File: src/rtl/kf_host_ctrl.sv
// Host-side initiator for the Kalman filter ASIC port: loads a frame, pulses START, captures DATA_OUT.
// Define KF_HOST_TIMEOUT_EN to build the wait-state timeout counter driven by timeout_limit.
module kf_host_ctrl #(
  parameter int W         = 24,
  parameter int ADDRW     = 5,
  parameter int NLOAD     = 4,
  parameter int LOAD_BASE = 0,
  parameter int TO_W      = 16
) (
  input  logic             clk,
  input  logic             rst,
  input  logic             in_valid,
  output logic             in_ready,
  input  logic [W-1:0]     in_data,
  output logic             out_valid,
  input  logic             out_ready,
  output logic [W-1:0]     out_data,
  output logic             out_timeout,
  input  logic [TO_W-1:0]  timeout_limit,
  output logic             kf_START,
  output logic [W-1:0]     kf_DATA_IN,
  output logic [ADDRW-1:0] kf_DIR,
  output logic             kf_WRITE,
  input  logic             kf_READY,
  input  logic [W-1:0]     kf_DATA_OUT,
  output logic             busy
);

  typedef enum logic [2:0] {
    S_IDLE, S_LOAD, S_KICK, S_WAIT_BUSY, S_WAIT_DONE, S_OUT
  } state_e;

  localparam logic [ADDRW:0]   LAST_IDX = (ADDRW+1)'(NLOAD - 1);
  localparam logic [ADDRW-1:0] BASE     = ADDRW'(LOAD_BASE);

  state_e           state_q, state_d;
  logic [ADDRW:0]   idx_q, idx_d;
  logic             write_q, write_d;
  logic             start_q, start_d;
  logic [W-1:0]     data_in_q, data_in_d;
  logic [ADDRW-1:0] dir_q, dir_d;
  logic             out_valid_q, out_valid_d;
  logic [W-1:0]     out_data_q, out_data_d;
  logic             accept, go_done, go_timeout, timeout_hit;

  assign accept   = in_valid && (state_q == S_LOAD);
  assign go_done  = (state_q == S_WAIT_DONE) && kf_READY;
  // A timeout only wins when the normal exit of that wait state is not taken in the same cycle.
  assign go_timeout = timeout_hit &&
                      (((state_q == S_WAIT_BUSY) && kf_READY) ||
                       ((state_q == S_WAIT_DONE) && !kf_READY));

`ifdef KF_HOST_TIMEOUT_EN
  logic [TO_W-1:0] cnt_q, cnt_d, cnt_inc;
  logic            out_timeout_q;

  assign cnt_inc     = (&cnt_q) ? cnt_q : cnt_q + TO_W'(1);
  assign timeout_hit = (timeout_limit != '0) && (cnt_inc == timeout_limit);

  always_comb begin
    cnt_d = cnt_q;
    if (state_q == S_KICK) begin
      cnt_d = '0;
    end else if ((state_q == S_WAIT_BUSY) || (state_q == S_WAIT_DONE)) begin
      cnt_d = cnt_inc;
    end
  end

  always_ff @(posedge clk) begin
    if (rst) begin
      cnt_q         <= '0;
      out_timeout_q <= 1'b0;
    end else begin
      cnt_q <= cnt_d;
      if (go_done) begin
        out_timeout_q <= 1'b0;
      end else if (go_timeout) begin
        out_timeout_q <= 1'b1;
      end
    end
  end

  assign out_timeout = out_timeout_q;
`else
  logic unused_timeout_limit;
  assign unused_timeout_limit = ^timeout_limit;
  assign timeout_hit          = 1'b0;
  assign out_timeout          = 1'b0;
`endif

  always_comb begin
    state_d     = state_q;
    idx_d       = idx_q;
    write_d     = 1'b0;
    start_d     = 1'b0;
    data_in_d   = data_in_q;
    dir_d       = dir_q;
    out_valid_d = out_valid_q;
    out_data_d  = out_data_q;
    unique case (state_q)
      S_IDLE: begin
        idx_d = '0;
        if (kf_READY) state_d = S_LOAD;
      end
      S_LOAD: begin
        if (accept) begin
          write_d   = 1'b1;
          data_in_d = in_data;
          dir_d     = BASE + idx_q[ADDRW-1:0];
          idx_d     = idx_q + (ADDRW+1)'(1);
          if (idx_q == LAST_IDX) state_d = S_KICK;
        end
      end
      S_KICK: begin
        start_d = 1'b1;
        state_d = S_WAIT_BUSY;
      end
      S_WAIT_BUSY: begin
        if (!kf_READY) begin
          state_d = S_WAIT_DONE;
        end else if (go_timeout) begin
          state_d     = S_OUT;
          out_valid_d = 1'b1;
          out_data_d  = '0;
        end
      end
      S_WAIT_DONE: begin
        if (go_done) begin
          state_d     = S_OUT;
          out_valid_d = 1'b1;
          out_data_d  = kf_DATA_OUT;
        end else if (go_timeout) begin
          state_d     = S_OUT;
          out_valid_d = 1'b1;
          out_data_d  = '0;
        end
      end
      S_OUT: begin
        if (out_ready) begin
          out_valid_d = 1'b0;
          state_d     = S_IDLE;
        end
      end
      default: state_d = S_IDLE;
    endcase
  end

  always_ff @(posedge clk) begin
    if (rst) begin
      state_q     <= S_IDLE;
      idx_q       <= '0;
      write_q     <= 1'b0;
      start_q     <= 1'b0;
      data_in_q   <= '0;
      dir_q       <= '0;
      out_valid_q <= 1'b0;
      out_data_q  <= '0;
    end else begin
      state_q     <= state_d;
      idx_q       <= idx_d;
      write_q     <= write_d;
      start_q     <= start_d;
      data_in_q   <= data_in_d;
      dir_q       <= dir_d;
      out_valid_q <= out_valid_d;
      out_data_q  <= out_data_d;
    end
  end

  assign in_ready   = (state_q == S_LOAD);
  assign busy       = (state_q != S_IDLE);
  assign kf_WRITE   = write_q;
  assign kf_START   = start_q;
  assign kf_DATA_IN = data_in_q;
  assign kf_DIR     = dir_q;
  assign out_valid  = out_valid_q;
  assign out_data   = out_data_q;

endmodule

File: config.mk
export PLATFORM = sky130hd
export DESIGN_NAME = kf_host_ctrl
export DESIGN_NICKNAME = d
export VERILOG_FILES = /design/src/rtl/kf_host_ctrl.sv
export SDC_FILE = /design/constraint.sdc
export NUM_CORES = 1
export LEC_CHECK = 0
export ABC_AREA = 1
export BUFFER_PORTS_ARGS = -buffer_cell sky130_fd_sc_hd__buf_2
export CORE_ASPECT_RATIO = 0.7
export CORE_MARGIN = 10
export CORE_UTILIZATION = 41
export DETAILED_ROUTE_END_ITERATION = 10
export PLACE_DENSITY = 0.76
export SLEW_MARGIN = 20
export SYNTH_ARGS = -nofsm -noshare
export SYNTH_HDL_FRONTEND = slang
export SYNTH_SLANG_ARGS = --single-unit
File: constraint.sdc
create_clock -name clk -period 1.2 [get_ports clk]
set_input_delay 0 -clock clk [delete_from_list [all_inputs] [get_ports clk]]
set_output_delay 0 -clock clk [all_outputs]
set_load 0.02 [all_outputs]
==> impl_metrics.csv <==
group,metric,value,unit
finish,syn2layout_area_growth,75.64,%
logic_synthesis,synthesis.area,2574,µm²
detailed_routing,routedWlPerCell,16.62,µm
clocking,h-tree-depth,3,
setup_path,crit_path_top_delay_cell,"dfxtp_4",
clocking,clk_path_buf_depth,2,
die,initial_core_util,0.4181,
clocking,insertion_delay,340,ps
detailed_routing,drt-pass1-iter-count,4,
die,row_count,24,
timing,fmax,764.3,MHz
setup_path,rr_startpoint,"state_q[2]$_SDFFE_PP0P_",
setup_path,crit_type,"reg -> reg",
clocking,clk_pin_slew,70,ps
setup_path,cpPeakStageDelay,370,ps
timing,finalSetupViolCount,48,
setup_path,cp_data_required_time,1430,ps
finish,nets,581,
detailed_routing,vias,2992,
place,port_buffers,110,
logic_synthesis,ys_seq_elements,65,
finish,fillers,395,
outcome,status,"finished with violations",
detailed_routing,routed_wl,9873,µm
min_path,min_path_type,"in -> reg",
die,core,6156,µm²
timing,grt_setup_unrepaired,"true",
power,report.power.total,8437,µW
global_route,grt_pass1_wl,13620,µm
setup_path,crit_path_cell_trace,"nor2_4 > nand3_4 > nand2_4 > nand2_2 > xor2_1 > nor2_1",
global_route,antenna_found_initial,1,
clocking,cts_made_buffers,9,
logic_synthesis,synth_cell_types,25,
logic_synthesis,syn-num-nets,403,
setup_path,reg2regPathDepth,6,
clocking,cts.sinks,65,
finish,stdcell_area,4521,µm²
clocking,cts-root-buf,"clkbuf_8",
timing,relSlewSlack,0.6502,
finish,multiInputGateArea,1441,µm²
global_route,grt_use_total,0.1693,
logic_synthesis,avgSynthCellArea,7.729,µm²
power,powerDensity,1866,nW/µm²
timing,setup_slack,-108.4,ps
setup_path,rr_endpoint,"idx_q[3]$_SDFFE_PP0P_",
die,die_w,114.7,µm
setup_path,r2r_setup_slack,-110,ps
timing,period_share,1.090,
job,cap_viol_max_count,0,
logic_synthesis,netlist_instances,333,
place,finalWeightedCongestion,0.8467,
detailed_routing,avgViaCountPerCell,5.037,
timing,post-route-min-period,1308,ps
setup_path,endpoint,"idx_q[3]$_SDFFE_PP0P_",
die,die_h,86.29,µm
power,ir_worst_vdd,0.001074,V
setup_path,cp_max_fo,8,
detailed_routing,drtAntennaViolNets,0,
clocking,cts_tree,"done",
global_route,first_global_vias,2798,
setup_path,critical_path.startpoint,"state_q[2]$_SDFFE_PP0P_",
detailed_routing,wl_met2,5030,µm
logic_synthesis,synth-warning-count,0,
power,p_leak,0.002209,µW
detailed_routing,wl_met1,3893,µm
timing,hold_viol_final,0,
detailed_routing,drc,0,
place,placed_area,3282,µm²
finish,seq_area,1313,µm²
outcome,violations,"setup timing",
global_route,overflow,0,
timing,clock_skew,9.316,ps
detailed_routing,top_layer,"met4",
finish,drive_gt1_frac,0.5029,
global_route,grt_max_degree,34,
setup_path,end_kind,"register",
setup_path,crit_path_start_kind,"register",
die,io_pins,128,
die,die-area,9897,µm²
timing,max_slew.worst_pin.slew,524.7,ps
timing,slew_violations,0,
place,dp_hpwl,5624,µm
detailed_routing,wl_met3,724,µm
setup_path,worst_ep_arrival_time,1540,ps
logic_synthesis,seq_area_frac_synth,0.5056,
detailed_routing,drt-initial-drc-count,204,
## cell families after synthesis
family	synth area share
other	0.001457
AO/OA/AOI/OAI	0.1220
flip-flops	0.5056
buffers and inverters	0.07584
AND/OR/NAND/NOR	0.2868
XOR/XNOR	0.003404
adder cells (fa/ha/maj)	0.004861
## worst min path at each step
| stage | from | endpoint | slack (ps) | depth (start not counted) |
|---|---|---|---|---|
| after floorplan | kf_DATA_OUT[10] | out_data[10]$_SDFFE_PP0P_ | 130 | 2 |
| after global placement | kf_DATA_OUT[0] | out_data[0]$_SDFFE_PP0P_ | 220 | 3 |
| after detailed placement | kf_DATA_OUT[0] | out_data[0]$_SDFFE_PP0P_ | 230 | 3 |
| after CTS | rst | state_q[2]$_SDFFE_PP0P_ | 60 | 4 |
| after global routing | rst | idx_q[0]$_SDFFE_PP0P_ | 90 | 4 |
| final | rst | state_q[2]$_SDFFE_PP0P_ | 100 | 4 |
## area by class of cell
| cell class | count | area share |
|---|---|---|
| Tap cell | 78 | 0.02159 |
| Clock buffer | 12 | 0.03211 |
| Antenna cell | 1 | 0.0005536 |
| Multi-Input combinational cell | 232 | 0.3188 |
| Inverter | 17 | 0.01965 |
| Clock inverter | 3 | 0.01439 |
| Timing Repair Buffer | 186 | 0.3025 |
| Sequential cell | 65 | 0.2903 |
## sequential cells by signal, summed over array words and instances, names as in the netlist
| signal | flops |
|---|---|
| kf_DATA_IN | 24 |
| out_valid | 1 |
| kf_START | 1 |
| kf_WRITE | 1 |
| kf_DIR | 5 |
| state_q | 3 |
| out_data | 24 |
| idx_q | 6 |
## synth_stat cells
library cell	number	area, µm²
o21ai_0	25	125.1
clkbuf_1	7	26.28
a21oi_1	32	160.2
nor4_1	1	6.260
nor2_2	22	137.6
nand2_1	78	292.8
nor2_1	46	172.7
buf_6	6	67.56
a21oi_2	1	8.760
inv_2	3	11.26
nand4_1	4	25.02
o21ai_1	4	20.02
xor2_1	1	8.760
nand2_2	2	12.51
buf_2	4	20.02
conb_1	1	3.750
buf_4	2	15.01
inv_4	1	6.260
and3_1	1	6.260
ha_1	1	12.51
dfxtp_1	65	1301
nand3_2	1	10.01
nor2_8	1	20.02
nand3_1	11	55.05
inv_1	13	48.80
## repair_timing
| item | 4_1_cts | 5_1_grt |
|---|---|---|
| hold buffers | 48 | 0 |
| setup buffers | 1 | 1 |
| resized for setup | 16 | 121 |
| hold endpoints to repair | 48 | 0 |
| cloned | 0 | 5 |
| endpoints found under the setup margin | 47 | 64 |
| pin swaps | 2 | 33 |
## critical path, delay by kind of cell (launching register included)
family / cells / cell delay, ps
and+or+nand+nor: 5 / 630
DFF: 1 / 370
xor gates and xnor gates: 1 / 200
## power breakdown
part	leakage, µW	internal (µW)	switching, µW	total [µW]
Combinational	0.00157	1490	2210	3700
Sequential	0.000530	2500	230	2730
Clock	0.000106	1210	800	2010
## cells in the final DEF (no fill, tap or decap), types with 3 or more instances in the layout
cell type      count
dlygate4sd3_1     48
buf_2            108
nor2_2            21
a21oi_1            8
dfxtp_2            3
o21ai_2            7
dfxtp_1           60
nor2_1            42
buf_4             18
clkbuf_16          4
inv_1             10
o21ai_1           15
nor2_4             5
nand3_1            7
buf_6              5
clkbuf_8          10
nand4_1            4
o21ai_0            7
inv_2              3
a21oi_2           25
nand2_1           49
nand3_2            4
nand2_2           11
nand2_4           20
## through the flow
step / util / std cells / hold WS [ps] / TNS, ps / setup slack [ps]
after floorplan: - / 333 / 128.2 / 0 / 5.146
after global placement: 0.5331 / 523 / 222.6 / -5.698 / -5.698
after detailed placement: 0.5331 / 523 / 232.4 / -899.2 / -65.87
after CTS: 0.6549 / 587 / 58.66 / -4.492 / -4.492
after global routing: 0.7344 / 594 / 93.81 / -3163 / -135.2
final: 0.7344 / 594 / 101.7 / -1137 / -108.4
## layer usage
| layer | up-vias | global-route usage |
|---|---|---|
| met5 | - | 0 |
| met4 | 0 | 0.07623 |
| met3 | 20 | 0.06004 |
| met2 | 125 | 0.2873 |
| met1 | 1423 | 0.1873 |
| li1 | 1424 | - |
Note: power is estimated with default switching activity, not from simulation.
